### src/rtl/alu_accum_5bit_if.sv
// Operand/result handshake bundle for the 5-bit accumulating ALU.
interface alu_accum_5bit_if;
   logic       in_valid;
   logic       in_ready;
   logic [4:0] in_data;
   logic       in_sub;
   logic       in_last;
   logic       out_valid;
   logic       out_ready;
   logic [4:0] out_sum;
   logic       out_ovf;
   logic       out_carry;
   logic [3:0] out_cnt;

   // Producer/consumer side (drives operands, accepts results)
   modport master (
      output in_valid, in_data, in_sub, in_last, out_ready,
      input  in_ready, out_valid, out_sum, out_ovf, out_carry, out_cnt
   );

   // Accumulator side
   modport slave (
      input  in_valid, in_data, in_sub, in_last, out_ready,
      output in_ready, out_valid, out_sum, out_ovf, out_carry, out_cnt
   );
endinterface

### src/rtl/alu_accum_5bit.sv
// Burst accumulator: adds/subtracts signed 5-bit operands, reports sum,
// sticky overflow, last carry and operand count once per burst.
module alu_accum_5bit #(
   parameter bit SAT = 1'b0
) (
   input  logic              clk,
   input  logic              rst_n,
   alu_accum_5bit_if.slave   bus
);
   localparam int unsigned W  = 5;
   localparam int unsigned CW = 4;
   localparam logic [CW-1:0] CNT_MAX = '1;

   typedef enum logic [1:0] {IDLE, ACC, OUT} state_e;

   state_e          state_q, state_d;
   logic [W-1:0]    acc_q, acc_d;
   logic            ovf_q, ovf_d;
   logic            carry_q, carry_d;
   logic [CW-1:0]   cnt_q, cnt_d;

   logic [W-1:0]    t_c;
   logic [W:0]      s_c;
   logic            ovf_c;
   logic [W-1:0]    sat_val_c;
   logic            in_ready_c;
   logic            in_xfer_c;
   logic            out_xfer_c;

   assign in_ready_c = (state_q != OUT);
   assign in_xfer_c  = bus.in_valid  && in_ready_c;
   assign out_xfer_c = bus.out_ready && (state_q == OUT);

   // Adder/subtractor with signed overflow and unsigned carry detection
   always_comb begin
      t_c       = bus.in_data ^ {W{bus.in_sub}};
      s_c       = {1'b0, acc_q} + {1'b0, t_c} + (W+1)'(bus.in_sub);
      ovf_c     = (acc_q[W-1] == t_c[W-1]) && (s_c[W-1] != acc_q[W-1]);
      sat_val_c = acc_q[W-1] ? {1'b1, {(W-1){1'b0}}} : {1'b0, {(W-1){1'b1}}};
   end

   // Next-state and datapath update
   always_comb begin
      state_d = state_q;
      acc_d   = acc_q;
      ovf_d   = ovf_q;
      carry_d = carry_q;
      cnt_d   = cnt_q;
      case (state_q)
         IDLE, ACC: begin
            if (in_xfer_c) begin
               acc_d   = (ovf_c && SAT) ? sat_val_c : s_c[W-1:0];
               carry_d = s_c[W];
               ovf_d   = ovf_q | ovf_c;
               cnt_d   = (cnt_q == CNT_MAX) ? cnt_q : cnt_q + CW'(1);
               state_d = bus.in_last ? OUT : ACC;
            end
         end
         OUT: begin
            if (out_xfer_c) begin
               state_d = IDLE;
               acc_d   = '0;
               ovf_d   = 1'b0;
               carry_d = 1'b0;
               cnt_d   = '0;
            end
         end
         default: state_d = IDLE;
      endcase
   end

   // State and result registers
   always_ff @(posedge clk or negedge rst_n) begin
      if (!rst_n) begin
         state_q <= IDLE;
         acc_q   <= '0;
         ovf_q   <= 1'b0;
         carry_q <= 1'b0;
         cnt_q   <= '0;
      end else begin
         state_q <= state_d;
         acc_q   <= acc_d;
         ovf_q   <= ovf_d;
         carry_q <= carry_d;
         cnt_q   <= cnt_d;
      end
   end

   assign bus.in_ready  = in_ready_c;
   assign bus.out_valid = (state_q == OUT);
   assign bus.out_sum   = acc_q;
   assign bus.out_ovf   = ovf_q;
   assign bus.out_carry = carry_q;
   assign bus.out_cnt   = cnt_q;
endmodule
### src/flat_wrapper.sv
// flat-port wrapper written by rule: the top's interface ports become plain ports
module alu_accum_5bit_flat 
#(
   parameter bit SAT = 1'b0
)
  (clk, rst_n, bus_in_valid, bus_in_data, bus_in_sub, bus_in_last, bus_out_ready, bus_in_ready, bus_out_valid, bus_out_sum, bus_out_ovf, bus_out_carry, bus_out_cnt);
  alu_accum_5bit_if bus_i ();
  input  logic clk;
  input  logic rst_n;
  input wire logic [$bits(bus_i.in_valid)-1:0] bus_in_valid;
  input wire logic [$bits(bus_i.in_data)-1:0] bus_in_data;
  input wire logic [$bits(bus_i.in_sub)-1:0] bus_in_sub;
  input wire logic [$bits(bus_i.in_last)-1:0] bus_in_last;
  input wire logic [$bits(bus_i.out_ready)-1:0] bus_out_ready;
  output wire logic [$bits(bus_i.in_ready)-1:0] bus_in_ready;
  output wire logic [$bits(bus_i.out_valid)-1:0] bus_out_valid;
  output wire logic [$bits(bus_i.out_sum)-1:0] bus_out_sum;
  output wire logic [$bits(bus_i.out_ovf)-1:0] bus_out_ovf;
  output wire logic [$bits(bus_i.out_carry)-1:0] bus_out_carry;
  output wire logic [$bits(bus_i.out_cnt)-1:0] bus_out_cnt;
  assign bus_i.in_valid = bus_in_valid;
  assign bus_i.in_data = bus_in_data;
  assign bus_i.in_sub = bus_in_sub;
  assign bus_i.in_last = bus_in_last;
  assign bus_i.out_ready = bus_out_ready;
  assign bus_in_ready = bus_i.in_ready;
  assign bus_out_valid = bus_i.out_valid;
  assign bus_out_sum = bus_i.out_sum;
  assign bus_out_ovf = bus_i.out_ovf;
  assign bus_out_carry = bus_i.out_carry;
  assign bus_out_cnt = bus_i.out_cnt;
  alu_accum_5bit #(.SAT(SAT)) u_core (.clk(clk), .rst_n(rst_n), .bus(bus_i));
endmodule
### config.mk
export PLATFORM = sky130hd
export DESIGN_NAME = alu_accum_5bit_flat
export DESIGN_NICKNAME = d
export VERILOG_FILES = /design/src/rtl/alu_accum_5bit_if.sv /design/src/rtl/alu_accum_5bit.sv /design/src/flat_wrapper.sv
export SDC_FILE = /design/constraint.sdc
export NUM_CORES = 1
export LEC_CHECK = 0
export CAP_MARGIN = 5
export CORE_MARGIN = 10
export CORE_UTILIZATION = 50
export CTS_CLUSTER_SIZE = 10
export DETAILED_ROUTE_END_ITERATION = 10
export GPL_TIMING_DRIVEN = 0
export HOLD_SLACK_MARGIN = 0.02
export PLACE_DENSITY = 0.95
export SYNTH_ARGS = -nofsm -noshare
export SYNTH_HDL_FRONTEND = slang
export SYNTH_SLANG_ARGS = --single-unit
### constraint.sdc
create_clock -name clk -period 4.2 [get_ports clk]
set_clock_uncertainty 0.2 [all_clocks]
set_input_delay 1.26 -clock clk [delete_from_list [all_inputs] [get_ports clk]]
set_output_delay 1.26 -clock clk [all_outputs]
set_load 0.005 [all_outputs]
Yosys cells after proc, flatten, opt, wreduce, memory -nomap -nowiden --
Index checks and enable logic that the tools add are counted.
Operators by class: add/sub/neg operators 3, eq/ne operators 9, mux-type cells 16, bitwise logic cells 2, reduce and logical (&&, ||, !) cells 9
Operator list (number):
- 2-to-1 mux 4 bit | 3
- 2-to-1 mux 5 bit | 2
- case mux 5 bit (2 select lines) | 1
- case mux 4 bit (2 select lines) | 1
- adder 5 x 5 -> 6 bit | 1
- adder 6 x 1 -> 6 bit | 1
- 2-to-1 mux 2 bit | 3
- bitwise XOR 5 bit | 1
- adder 4 x 1 -> 4 bit (second input constant) | 1
- == test 4 bit (second input constant) | 1
- inequality test 2 x 1 -> 1 bit (second input constant) | 2
- inequality test 2 bit (second input constant) | 2
- case mux 1 bit (2 select lines) | 2
- case mux 2 bit (2 select lines) | 1
- AND reduction 4 bit | 1
- logical AND 1 bit | 3
- 2-to-1 mux 1 bit | 3
- AND reduction 3 bit | 1
- == test 2 x 1 -> 1 bit (second input constant) | 1
- == test 2 bit (second input constant) | 1
- zero test 2 bit | 1
- AND reduction 2 bit | 1
- nonzero test 2 bit | 1
- OR reduction 2 bit | 1
- 3 further kinds | 3
Word-level totals: bits in registers 13, input bits 11, output and inout bits 13, logic and storage cells 44

Logic depth before layout (Yosys ltp) --
Gate-level depths: netlist of run 1.
word-level depth 8, mapped depth 7, depth with buffers taken out 6

Worst setup path before layout of run 1 --
Ideal clock, no wire load.
kind input -> register, start in bus_in_sub, end reg u_core.ovf_q (netlist: u_core.bus.out_ovf), setup time 0.119 ns, arrival 2.538 ns, data required time 3.881 ns, slack 1.344 ns, stages on the path 7, path buffers 1, cells stage by stage buf_4 > xor2_1 > inv_1 > fa_1 > o21ai_1 > xor2_1 > o21a_1
Between the ends: word-level cells in the longest chain between the ends 8, elaborated cells between the ends (all ways) 9, classes of those cells add/sub (2); eq/ne (2); mux (2); bitwise (2); reduce/logical (1)
RTL lines:
- start, declared | line flat_wrapper.sv:12 | input wire logic [$bits(bus_i.in_sub)-1:0] bus_in_sub;
- bitwise XOR 5 bit | line alu_accum_5bit.sv:36 | t_c = bus.in_data ^ {W{bus.in_sub}};
- adder 5 x 5 -> 6 bit | line alu_accum_5bit.sv:37 | s_c = {1'b0, acc_q} + {1'b0, t_c} + (W+1)'(bus.in_sub);
- adder 6 x 1 -> 6 bit | line alu_accum_5bit.sv:37
- inequality test 1 bit | line alu_accum_5bit.sv:38 | ovf_c = (acc_q[W-1] == t_c[W-1]) && (s_c[W-1] != acc_q[W-1]);
- logical AND 1 bit (*) | line alu_accum_5bit.sv:38
- bitwise OR 1 bit (*) | line alu_accum_5bit.sv:54 | ovf_d = ovf_q | ovf_c;
- 2-to-1 mux 1 bit (*) | line alu_accum_5bit.sv:51 | if (in_xfer_c) begin
- case mux 1 bit (2 select lines) (*) | line alu_accum_5bit.sv:49 | case (state_q)
- end signal, assigned | line alu_accum_5bit.sv:83 | ovf_q <= ovf_d;
- end, declared | line alu_accum_5bit.sv:18 | logic ovf_q, ovf_d;
Every way passes the cells marked *; elsewhere a longest branch is shown, timed or not. The select of a mux whose other input is x is not followed. A chain may end at the register's enable or synchronous reset.

Worst setup path in the final report of run 1 --
start reg u_core.state_q[1], end out bus_out_valid
Between the ends: word-level cells in the longest chain between the ends 1
RTL lines:
- start, declared | line alu_accum_5bit.sv:16 | state_e state_q, state_d;
- start signal, assigned | line alu_accum_5bit.sv:81 | state_q <= state_d;
- == test 2 bit | line alu_accum_5bit.sv:90 | assign bus.out_valid = (state_q == OUT);
- end, declared | line flat_wrapper.sv:16 | output wire logic [$bits(bus_i.out_valid)-1:0] bus_out_valid;
No other way between the ends.

==> key figures, run 1 <==
STA
  • Max Clk Rate: between 300 and 400 MHz
  • Fin crit share: 73.4%
  • Fin Setup TNS: 0 ps
  • Final-report setup violation count: 0
  • Max-slew headroom: about three fifths
  • Worst Tran Pin Value: between 500 and 600 ps
  • Max Slew Vio Count: 0
  • Final hold vios: 0
  • Min Tclk post-route: roughly 3100 ps
  • RSZ-0062 raised after global routing: no

Yosys
  • Synthesized Nets: 102
  • Synth warnings: 0
  • Yosys top cell by area: dfrtp_1
  • Post-synthesis async set-or-reset flop share: 100%
  • Top-area cell type share of the netlist area: 38.4%
  • Post-synth top flop: dfrtp_1
  • FF+latch count, synth: 13
  • Synth area leaders: dfrtp_1, ha_1, xor2_1
  • Cells after synthesis: 84
  • Post-synth EDFFs: 0
  • Post-synthesis cell area: 847 µm²
  • Register area share after synthesis: 38.4%
  • Adder-cell share of the synthesized area: roughly 11%
  • Largest family of logic cells by synthesized area: compound AO/OA/AOI/OAI gates
  • Post-Synth Simple-Gate Area: around 16%
  • Compound-Gate Fraction of Synth Area: between 15 and 20%
  • Unique masters post-synth: 33
  • Mux cell area share after synthesis: around 1.2%
  • Mean Syn Cell Area: roughly 10 µm²
  • Post-Synth XOR/XNOR Area: under 10%

Floorplanning
  • Total die area: between 0.003 and 0.004 mm²
  • Rows: 14
  • Chip height: slightly above 60 µm
  • Initial Util: a little over half
  • Core Region: roughly 0.0016 mm²
  • I/O pins: 24
  • Die Wd: approximately 61 µm

Power
  • Comb pwr share: between 50% and 60%
  • NetSw: approximately 250 µW
  • Clock power frac: 12.3%
  • Leakage: between 0.0004 and 0.0005 µW
  • Pwr per Cell Area: 591 mW/mm²
  • Pint: ~410 µW
  • Power, Total: approximately 660 µW
  • Share of power burned in registers: roughly a third
  • Peak VDD IR: 0.000311 V
  • Net Sw Frac: around 38%

Final layout
  • # fillers: between 100 and 150
  • Diodes inserted: 0
  • Fin nets: 129
  • Area growth, synth to finish: 31.5%
  • Share of layout cells above drive strength 1: between 10% and 20%

Critical path
  • Setup crit end kind: output port
  • Register-to-Register Path Depth: 5
  • Worst R2R Start: u_core.bus.out_sum[1]
  • RR Endpoint: u_core.bus.out_ovf
  • Setup Crit Path Kind: flop to output port
  • CP required: approximately 2700 ps
  • Worst Path Arrival: 1620 ps
  • Startpoint Class: flop
  • Worst R2R Setup Slack: between 2000 and 2500 ps
  • Crit Path Max Fanout: 9

Global routing
  • Total grt overflow: 0
  • First-pass GRT wire length: 3.31 mm
  • Antenna violations before repair: 0
  • Largest net degree at the start of global routing: 14
  • Vias in the first global route: roughly 750
  • GR Util All Layers: between 10% and 20%

CTS
  • Clk pin slew, worst setup/hold paths: approximately 80 ps
  • Post-CTS setup buffer count: 0
  • CTS tree: done
  • Clock tree sinks: 13
  • Post-CTS resize count: 0
  • Cts bufs inserted: 3
  • CTS HTree Levels: 1
  • Hold_buf cts: 0
  • CTS Root Buffer Type: clkbuf_4
  • Clk buf depth: 2
  • Clk Latency, worst-skew pair: 280 ps

Min path
  • Min-delay src: u_core.bus.out_sum[2]
  • Hold depth: 1
  • Hold path endpoint: u_core.bus.out_sum[2]
  • Worst min path class: flop to flop

Detailed routing
  • Wire per inst: ~17 µm
  • Routed wire length: ~2.1 mm
  • DR iter-0 viols: 11
  • DRC: 0
  • Post-DRT Antenna Nets: 0
  • DR vias/cell: approximately 5.7
  • Drt first pass iters: 4
  • Total number of vias: a little over 700

Placed design
  • Buffers on Ports: 22
  • GPL Wtd Cong: between 0.7 and 0.8
  • Post-DP HPWL: 1.61 mm

Job
  • Max-cap viol count: 0

Status
  • Status: complete, no violations
cell type report:
type	instances	area [µm²]	share of cell area [%]
Multi-Input combinational cell	63	480	43.1
Sequential cell	13	325	29.2
Timing Repair Buffer	22	220	19.8
Clock buffer	4	26.3	2.36
Inverter	6	22.5	2.02
Tap cell	16	20.0	1.80
Buffer	2	18.8	1.69
cells in the mapped netlist, types with 2 or more instances:
cell / number
dfrtp_1: 13
nand2_1: 11
a21oi_1: 6
ha_1: 6
o21ai_1: 6
xor2_1: 6
inv_1: 4
nor2_1: 3
xnor2_1: 3
inv_2: 2
o21ai_0: 2
layer usage:
metal	track usage (%)	vias up	routed length (µm)
li1	-	346	-
met1	12.8	348	877
met2	19.5	23	1050
met3	2.47	7	90
met4	10.1	0	66
met5	0	-	0
metrics by stage:
| step | instance area (µm²) | std cells | hold slack, ps | setup WS [ps] | util, % |
|---|---|---|---|---|---|
| after global placement | 1090 | 122 | 288 | 928 | 69.7 |
| after floorplan | 847 | 84 | 291 | 1340 | - |
| final | 1110 | 126 | 336 | 1120 | 71.4 |
| after global routing | 1110 | 126 | 366 | 1030 | 71.4 |
| after detailed placement | 1090 | 122 | 316 | 847 | 69.7 |
| after CTS | 1110 | 126 | 337 | 1110 | 71.4 |
layout by cell type, fill, tap and decap left out, drive strengths merged, types with 2 or more instances in the layout:
cell type      count
a21oi              6
buf                2
clkbuf             4
clkdlybuf4s50     22
dfrtp             13
ha                 6
inv                6
nand2             11
nor2               4
o211ai             2
o21ai              8
o41ai              2
xnor2              3
xor2               6
flip-flops by register name (all words and copies together) (netlist names):
register and count:
u_core.bus.out_carry 1, u_core.bus.out_cnt 4, u_core.bus.out_ovf 1, u_core.bus.out_sum 5
u_core.state_q 2
cells by family after synthesis:
| family | Yosys count |
|---|---|
| AOI/OAI and AO/OA | 23 |
| and+or+nand+nor | 23 |
| DFF | 13 |
| xor gates and xnor gates | 9 |
| buffers and inverters | 8 |
| adders and majority gates | 7 |
| muxes | 1 |
how the worst max path moves through the flow:
stage                            from            endpoint
global placement       bus_in_data[1]  u_core.bus.out_ovf
finish              u_core.state_q[1]       bus_out_valid
CTS                 u_core.state_q[1]       bus_out_valid
floorplan                  bus_in_sub  u_core.bus.out_ovf
global route        u_core.state_q[1]       bus_out_valid
detailed placement     bus_in_data[1]  u_core.bus.out_ovf
power by group through the flow:
stage               sequential [µW]  clock (µW)  combinational [µW]
floorplan                       225           0                 194
global placement                225           0                 336
detailed placement              230           0                 345
CTS                             229        80.4                 350
global route                    237        85.7                 384
finish                          230        80.7                 347
worst max-delay path, cell delays in order, from the launching register on:
cell and delay [ps]:
dfrtp_1 350, buf_6 120, inv_2 40, nor2_1 250
clkdlybuf4s50_1 570
(Power assumes the default switching activity.)
==> run 2: changes to the inputs <==
Settings changed: CORE_UTILIZATION 50 to 46, PLACE_DENSITY 0.95 to 0.89.
Clock period 4.2 ns to 2.95 ns, I/O delays scaled along.
==> run 2 against run 1 <==
Against the previous run:
- highest routed layer unchanged
- critical endpoint is now u_core.bus.out_ovf
- utilization down 7.0 points
- largest power group unchanged
- clock power up 39%
- power up 41%
- clock-buffer cell count unchanged
==> key figures, run 2 (synthesis gave the netlist of run 1 again) <==
Status
  • Status: complete, no violations

Floorplanning
  • Total die area: 0.00396 mm² (+5.8%)
  • Chip height: 62.9 µm (+2.9%)
  • I/O pins: 24 (unchanged)
  • Core Region: 0.00175 mm² (+12%)
  • Rows: 15 (+1)
  • Initial Util: 48.5% (-5.8 points)
  • Die Wd: 62.9 µm (+2.9%)

Detailed routing
  • Drt first pass iters: 4 (unchanged)
  • DR vias/cell: 5.23 (-9.0%)
  • Wire per inst: 14.9 µm (-10%)
  • Post-DRT Antenna Nets: 0 (unchanged)
  • Routed wire length: 2.01 mm (-3.8%)
  • DR iter-0 viols: 16 (+5)
  • Total number of vias: 706 (-2.5%)
  • DRC: 0 (unchanged)

CTS
  • CTS tree: done
  • Post-CTS resize count: 0 (unchanged)
  • CTS HTree Levels: 1 (unchanged)
  • CTS Root Buffer Type: clkbuf_4
  • Clk pin slew, worst setup/hold paths: 80 ps (about the same)
  • Post-CTS setup buffer count: 0 (unchanged)
  • Clk Latency, worst-skew pair: 280 ps (about the same)
  • Clock tree sinks: 13 (unchanged)
  • Hold_buf cts: 0 (unchanged)
  • Clk buf depth: 2 (unchanged)
  • Cts bufs inserted: 3 (unchanged)

Critical path
  • Slowest CP cell: clkdlybuf4s50_1
  • Worst R2R Start: u_core.bus.out_sum[1]
  • WP buf/inv: 2 (-1)
  • Cell mode on critical path: xor2_1
  • CP peak stage delay: 470 ps (-100 ps)
  • Crit-path cells: clkdlybuf4s50_1 -> xor2_1 -> inv_1 -> fa_1 -> o21ai_1 -> xor2_1 -> o21a_1
  • Register-to-Register Path Depth: 5 (unchanged)
  • Crit Path Max Fanout: 2 (-7)
  • Setup crit end kind: flop
  • Worst Path Arrival: 2710 ps (+1090 ps)
  • RR Endpoint: u_core.bus.out_ovf
  • CP top delay family: buffers and inverters
  • Setup Crit Path Kind: primary input to flop
  • CP required: 2920 ps (+180 ps)
  • Worst R2R Setup Slack: 1120 ps (-1230 ps)
  • Startpoint Class: primary input

Placed design
  • Buffers on Ports: 22 (unchanged)
  • Post-DP HPWL: 1.65 mm (+2.5%)
  • GPL Wtd Cong: 0.771 (-0.22%)
  • Pre-CTS setup slack: -86.1 ps (-933 ps)

STA
  • Final hold vios: 0 (unchanged)
  • Min Tclk post-route: 2730 ps
  • Max Slew Vio Count: 0 (unchanged)
  • Fin crit share: about 93%
  • Final worst slack: 219 ps (-897 ps)
  • Final-report setup violation count: 0 (unchanged)
  • Fin Setup TNS: 0 ps (unchanged)
  • Max Clk Rate: ~370 MHz
  • Max-slew headroom: 60.9% (+0.35 points)
  • Hold_ws: 329 ps (-6.57 ps)
  • Worst Tran Pin Value: 585 ps (-5.29 ps)
  • RSZ-0062 raised after global routing: no

Final layout
  • Max reg flops: 5 (unchanged)
  • Commonest cells after routing, fill and taps aside: clkdlybuf4s50_1, dfrtp_1, nand2_1
  • Post-layout util: 64.4% (-7.0 points)
  • Diodes inserted: 0 (unchanged)
  • Share of layout cells above drive strength 1: 13.6% (unchanged)
  • Most common cell after layout, fill and taps aside: clkdlybuf4s50_1
  • Area growth, synth to finish: 32.8%
  • Fin nets: 129 (unchanged)

Global routing
  • Total grt overflow: 0 (unchanged)
  • GRT met3 Usage: 2.15% (-0.32 points)
  • First-pass GRT wire length: 3.17 mm (-4.4%)
  • Largest net degree at the start of global routing: 14 (unchanged)
  • GR peak layer: met2
  • Met2 GRT Util: 18.1% (-1.4 points)
  • Met1 Track Usage GR: 9.58% (-3.2 points)
  • Antenna violations before repair: 0 (unchanged)
  • GR Util All Layers: 9.58% (-2.3 points)
  • Vias in the first global route: 717 (-4.0%)

Min path
  • Worst min path class: flop to flop
  • Hold path endpoint: u_core.bus.out_carry
  • Min-delay src: u_core.bus.out_carry
  • Hold depth: 2 (+1)

Job
  • Max-cap viol count: 0 (unchanged)

Power
  • Peak VDD IR: 0.000483 V (+55%)
  • Leakage: 0.000498 µW (unchanged)
  • Power, Total: 926 µW (+41%)
  • Pwr per Cell Area: 823 mW/mm² (+39%)
-- run 2: worst max path at each step --
stage,from,endpoint,depth (start not counted)
2_1_floorplan,bus_in_sub,u_core.bus.out_ovf,7
3_3_place_gp,bus_in_data[1],u_core.bus.out_ovf,7
3_5_place_dp,bus_in_data[1],u_core.bus.out_ovf,7
4_1_cts,bus_in_data[1],u_core.bus.out_ovf,7
5_1_grt,bus_in_data[1],u_core.bus.out_ovf,7
6_report,bus_in_data[1],u_core.bus.out_ovf,7
-- run 2: cell type report --
| class | instances | area [µm²] |
|---|---|---|
| plain buffers | 2 | 18.8 |
| well taps | 25 | 31.3 |
| inverters | 6 | 22.5 |
| multi-input cells | 63 | 480 |
| clock buffers | 4 | 26.3 |
| repair buffers | 22 | 220 |
| fillers | 142 | 621 |
| flip-flops and latches | 13 | 325 |
-- run 2: per-stage QoR --
| stage | area, µm² | instances |
|---|---|---|
| floorplan | 847 | 84 |
| global placement | 1100 | 131 |
| detailed placement | 1100 | 131 |
| CTS | 1120 | 135 |
| global route | 1120 | 135 |
| finish | 1120 | 135 |
-- run 2: report_power, final --
part	total [µW]	switching, µW	leakage, µW	internal, µW
combinational	491	208	0.000319	283
clock	112	59.7	0.0000150	52.5
sequential	323	73.9	0.000164	249
total	926	342	0.000498	584
-- run 2: worst register-to-register path: stages (launching register included) --
cell and delay, ps:
dfrtp_1 410, inv_1 80, fa_1 460, o21ai_1 270
xor2_1 120, o21a_1 170
-- run 2: per-layer routing --
layer,part of all wire (%),routed length [µm]
met1,41,822
met2,54,1090
met3,3.3,66
met4,1.3,26
met5,0,0
